$ cat src/rtl/load_store_unit.sv
// Load/store unit: turns byte-addressed byte/half/word requests from the core
// into word-index accesses on a synchronous data memory with a 1-cycle read.
// Sub-word stores are done as read-modify-write and hold busy_o high while
// they run.
//
// state | meaning
// IDLE  | waiting for req_i; request checked for errors here
// RD    | memory read strobe for a load or a sub-word store
// LD    | read data valid; extract/extend lane into rdata_o
// MRG   | read data valid; replace target lane with store data
// WR    | memory write strobe with merged (or full) word
module load_store_unit #(
    parameter int ADDR_W  = 32,
    parameter int INDEX_W = 10
) (
    input  logic              clk_i,
    input  logic              rst_i,
    input  logic              req_i,
    input  logic              we_i,
    input  logic [1:0]        size_i,
    input  logic              unsigned_i,
    input  logic [ADDR_W-1:0] addr_i,
    input  logic [31:0]       wdata_i,
    output logic [31:0]       rdata_o,
    output logic              done_o,
    output logic              err_o,
    output logic              busy_o,
    output logic              mem_re_o,
    output logic              mem_we_o,
    output logic [31:0]       mem_addr_o,
    output logic [31:0]       mem_wdata_o,
    input  logic [31:0]       mem_rdata_i
);

    typedef enum logic [2:0] {IDLE, RD, LD, MRG, WR} state_t;

    state_t            state, state_nxt;
    logic              we_q;
    logic [1:0]        size_q;
    logic              uns_q;
    logic [ADDR_W-1:0] addr_q;
    logic [31:0]       wdata_q;
    logic [31:0]       merge_q;
    logic              req_err;
    logic [7:0]        byte_sel;
    logic [15:0]       half_sel;
    logic [31:0]       load_val;
    logic [31:0]       merge_val;

    // Misaligned, illegal-size and out-of-range requests are rejected at capture.
    always_comb begin
        req_err = 1'b0;
        case (size_i)
            2'b01:   req_err = addr_i[0];
            2'b10:   req_err = |addr_i[1:0];
            2'b11:   req_err = 1'b1;
            default: req_err = 1'b0;
        endcase
        if (|addr_i[ADDR_W-1:INDEX_W+2]) req_err = 1'b1;
    end

    // State register.
    always_ff @(posedge clk_i or posedge rst_i) begin
        if (rst_i) state <= IDLE;
        else       state <= state_nxt;
    end

    // Next state and state-decoded strobes; strobes drop as soon as reset forces IDLE.
    always_comb begin
        state_nxt = state;
        mem_re_o  = 1'b0;
        mem_we_o  = 1'b0;
        busy_o    = (state != IDLE);
        case (state)
            IDLE: if (req_i && !req_err)
                      state_nxt = (we_i && size_i == 2'b10) ? WR : RD;
            RD: begin
                mem_re_o  = 1'b1;
                state_nxt = we_q ? MRG : LD;
            end
            LD:  state_nxt = IDLE;
            MRG: state_nxt = WR;
            WR: begin
                mem_we_o  = 1'b1;
                state_nxt = IDLE;
            end
            default: state_nxt = IDLE;
        endcase
    end

    // Capture the request whenever one is sampled in IDLE.
    always_ff @(posedge clk_i or posedge rst_i) begin
        if (rst_i) begin
            we_q    <= 1'b0;
            size_q  <= 2'b00;
            uns_q   <= 1'b0;
            addr_q  <= '0;
            wdata_q <= '0;
        end else if (state == IDLE && req_i) begin
            we_q    <= we_i;
            size_q  <= size_i;
            uns_q   <= unsigned_i;
            addr_q  <= addr_i;
            wdata_q <= wdata_i;
        end
    end

    // Lane extraction for loads and lane replacement for sub-word stores (little-endian).
    always_comb begin
        byte_sel  = mem_rdata_i[{addr_q[1:0], 3'b000} +: 8];
        half_sel  = mem_rdata_i[{addr_q[1], 4'b0000} +: 16];
        case (size_q)
            2'b00:   load_val = {{24{~uns_q & byte_sel[7]}}, byte_sel};
            2'b01:   load_val = {{16{~uns_q & half_sel[15]}}, half_sel};
            default: load_val = mem_rdata_i;
        endcase
        merge_val = mem_rdata_i;
        if (size_q == 2'b00) merge_val[{addr_q[1:0], 3'b000} +: 8]  = wdata_q[7:0];
        else                 merge_val[{addr_q[1], 4'b0000} +: 16] = wdata_q[15:0];
    end

    // Registered results: load data, merge word and single-cycle completion pulses.
    always_ff @(posedge clk_i or posedge rst_i) begin
        if (rst_i) begin
            rdata_o <= '0;
            done_o  <= 1'b0;
            err_o   <= 1'b0;
            merge_q <= '0;
        end else begin
            done_o <= 1'b0;
            err_o  <= 1'b0;
            case (state)
                IDLE: if (req_i && req_err) begin
                          done_o <= 1'b1;
                          err_o  <= 1'b1;
                      end
                LD: begin
                    rdata_o <= load_val;
                    done_o  <= 1'b1;
                end
                MRG: merge_q <= merge_val;
                WR:  done_o  <= 1'b1;
                default: ;
            endcase
        end
    end

    assign mem_addr_o  = busy_o ? {{(34-ADDR_W){1'b0}}, addr_q[ADDR_W-1:2]} : 32'd0;
    assign mem_wdata_o = (size_q == 2'b10) ? wdata_q : merge_q;

endmodule
$ cat config.mk
export PLATFORM = sky130hd
export DESIGN_NAME = load_store_unit
export DESIGN_NICKNAME = d
export VERILOG_FILES = /design/src/rtl/load_store_unit.sv
export SDC_FILE = /design/constraint.sdc
export NUM_CORES = 1
export LEC_CHECK = 0
export ABC_AREA = 1
export CAP_MARGIN = 20
export CORE_MARGIN = 3
export CORE_UTILIZATION = 44
export DETAILED_ROUTE_END_ITERATION = 8
export PLACE_DENSITY = 0.78
export SKIP_LAST_GASP = 1
export SYNTH_ARGS = -nofsm -noshare
export SYNTH_HDL_FRONTEND = slang
export SYNTH_SLANG_ARGS = --single-unit
$ cat constraint.sdc
create_clock -name clk_i -period 4.65 [get_ports clk_i]
set_input_delay 0.6975 -clock clk_i [delete_from_list [all_inputs] [get_ports clk_i]]
set_output_delay 0.6975 -clock clk_i [all_outputs]
set_load 0.03 [all_outputs]
==> results.py <==
metrics = {
    "sta": {
        "tns_ns": 0,
        "hold_viol": 0,
        "rsz0062_at_grt": "false",
        "skew_ns": 0.00734,
        "worstMarginPinSlew_ns": 1.09,
        "max_slew_margin_pct": 27.2,
        "max_freq_mhz": 301,
        "setup_viol": 0,
        "period_share_pct": 71.5,
        "period_needed_ns": 3.32,
        "timing.final.max_slew_violations": 0,
        "hold_ws_ns": 0.479,
    },
    "route": {
        "drc": 0,
        "num_vias": 7478,
        "postRouteAntennaNets": 0,
        "drtIter0Drc": 786,
        "drt-vias-per-instance": 5.27,
        "drtPass1Iterations": 5,
        "wirelength_microns": 23300,
        "routedWlPerCell_microns": 16.4,
    },
    "critical_path": {
        "critPathKind": "flop to output pin",
        "critPathMaxFanout": 46,
        "critPathMaxStageDelay_ns": 0.75,
        "required_ns": 3.95,
        "crit_arrival_ns": 2.63,
        "cp-start-kind": "flop",
        "worstPathCellList": "buf_4 -> nand2_1 -> buf_4 -> o21ai_0 -> clkdlybuf4s50_1",
        "critPathMostFrequentCell": "buf_4",
        "cp_slowest_cell": "clkdlybuf4s50_1",
        "critPathCaptureType": "output pin",
        "crit_buf_inv": 3,
        "critical_path.top_delay_family": "buffers and inverters",
    },
    "outcome": {
        "status": "complete, no violations",
    },
    "synth": {
        "synth_warnings": 0,
        "synthArstFlopShare_pct": 100,
        "synth_edf_count": 0,
        "ys_seq_area_share_pct": 45.1,
        "synthesis.area_sq_um": 7600,
        "synth_ff_type": "dfrtp_1",
        "yosys.cell_types.count": 35,
        "synthesis.instances": 1019,
        "avgSynthCellArea_sq_um": 7.46,
        "ys_ff_latch": 137,
    },
    "clocking": {
        "numCtsBuffers": 17,
        "clkLatencyLatePin_ns": 0.43,
        "clk_pin_slew_worst_paths_ns": 0.06,
        "ctsResizeCount": 0,
        "ctsHtreeMaxLevel": 4,
        "cts-root-buf": "clkbuf_16",
        "clkSinkCount": 137,
        "cts_setup_buffers": 0,
        "cts_hold_buf": 0,
        "cts_tree": "done",
        "cts_buffer_depth": 2,
    },
    "layout": {
        "final_cell_mix": "304 x nand2_1, 201 x clkdlybuf4s50_1, 136 x dfrtp_1, 113 x o21ai_0, 84 x inv_1",
        "synthToLayoutAreaGrowth_pct": 33.7,
        "fill_cells": 1534,
        "nets": 1292,
        "final_common_cell": "nand2_1",
        "drive_gt1_share_pct": 7.77,
        "fin_area_sq_um": 10200,
    },
    "floorplan": {
        "dieArea_sq_um": 18900,
        "start_util_pct": 45.3,
        "die_h_microns": 137,
        "core_sq_um": 16800,
        "io_pins": 204,
        "row_count": 47,
        "die_x_microns": 137,
    },
    "grt": {
        "grt_pass1_wl_microns": 36600,
        "grt_max_degree": 90,
        "track_usage_pct": 24.8,
        "antenna_found_initial": 1,
        "grt_pass1_vias": 6977,
        "grt-ovfl-total": 0,
    },
    "power_and_ir_drop": {
        "powerDensity_nw_per_um2": 794,
        "vdd_drop_max_mv": 0.384,
        "p_leak_uw": 0.00462,
    },
    "placement": {
        "io_buffers": 201,
        "gp_congestion": 0.908,
        "dp_hpwl_microns": 16500,
        "place_area_sq_um": 9600,
    },
    "hold_path": {
        "hp-class": "flop to flop",
    },
    "run": {
        "drv_cap": 0,
    },
}
-- cells in the mapped netlist (all sizes together), types with 5 or more instances --
library cell,number,share of area [%]
a21boi,16,1.6
a21oi,52,3.4
buf,34,3.3
clkbuf,31,1.5
dfrtp,137,45
ha,5,0.82
inv,94,4.7
mux2,16,2.4
nand2,308,15
nand3,31,2.1
nor2,75,3.9
o211ai,15,1.5
o21ai,166,11
o22ai,16,1.3
or2,16,1.3
-- per-stage QoR --
step	total power [uW]	worst slack [ns]	instances	utilization, %
2_1_floorplan	5200	0.285	1020	-
3_3_place_gp	6690	1.80	1385	57.3
3_5_place_dp	6760	1.76	1385	57.3
4_1_cts	8060	1.36	1417	60.6
5_1_grt	8600	1.27	1418	60.6
6_report	8070	1.33	1418	60.6
-- kinds of logic after synthesis --
group           share of synthesized area, %
buf+inv                                 9.49
simple gates                            23.1
flops                                   45.1
fa+ha+maj                              0.823
other cells                           0.0494
compound gates                          19.1
mux                                     2.37
-- path summary, 6_finish.rpt --
| path | start | to | slack [ns] | cells after the start |
|---|---|---|---|---|
| worst max-delay path | size_q[1] | mem_wdata_o[8] | 1.33 | 5 |
| worst min-delay path | merge_q[19] | merge_q[19] | 0.48 | 2 |
| worst max register to register | addr_q[1] | merge_q[6] | 1.84 | 8 |
| worst min register to register | merge_q[19] | merge_q[19] | 0.48 | 2 |
| max in group asynchronous | rst_i | rdata_o[29] | 2.95 | 3 |
| min in group asynchronous | rst_i | wdata_q[25] | 0.80 | 2 |
-- cell type report --
class | count | area, sq um | area share (%)
Antenna cell | 1 | 2.50 | 0.0246
Clock buffer | 18 | 439 | 4.32
Sequential cell | 137 | 3430 | 33.8
Inverter | 94 | 360 | 3.55
Timing Repair Buffer | 210 | 2080 | 20.5
Multi-Input combinational cell | 724 | 3450 | 34.0
Tap cell | 220 | 275 | 2.71
Clock inverter | 14 | 116 | 1.15
-- registers in the layout (all words and copies together) (netlist names) --
name,flops
we_q,1
done_o,1
state,3
uns_q,1
wdata_q,32
merge_q,32
err_o,1
size_q,2
rdata_o,32
addr_q,32
-- worst min-delay path, cell delays in order (launching register included) --
cell	delay (ns)
dfrtp_1	0.34
nand2_1	0.06
nand2_1	0.05
-- where the power goes --
part           total (uW)  internal [uW]  switching [uW]
clock network        1280            706             573
logic                4670           1720            2950
registers            2120           1780             335
total                8070           4200            3860
-- metal layers --
metal	track usage, %	vias to the layer above	routed length, microns
met5	0	-	0
li1	-	3625	-
met3	5.55	44	1710
met1	34.4	3491	10000
met4	7.76	0	579
met2	38.8	318	11000
Power figures use the tool's default switching activity.
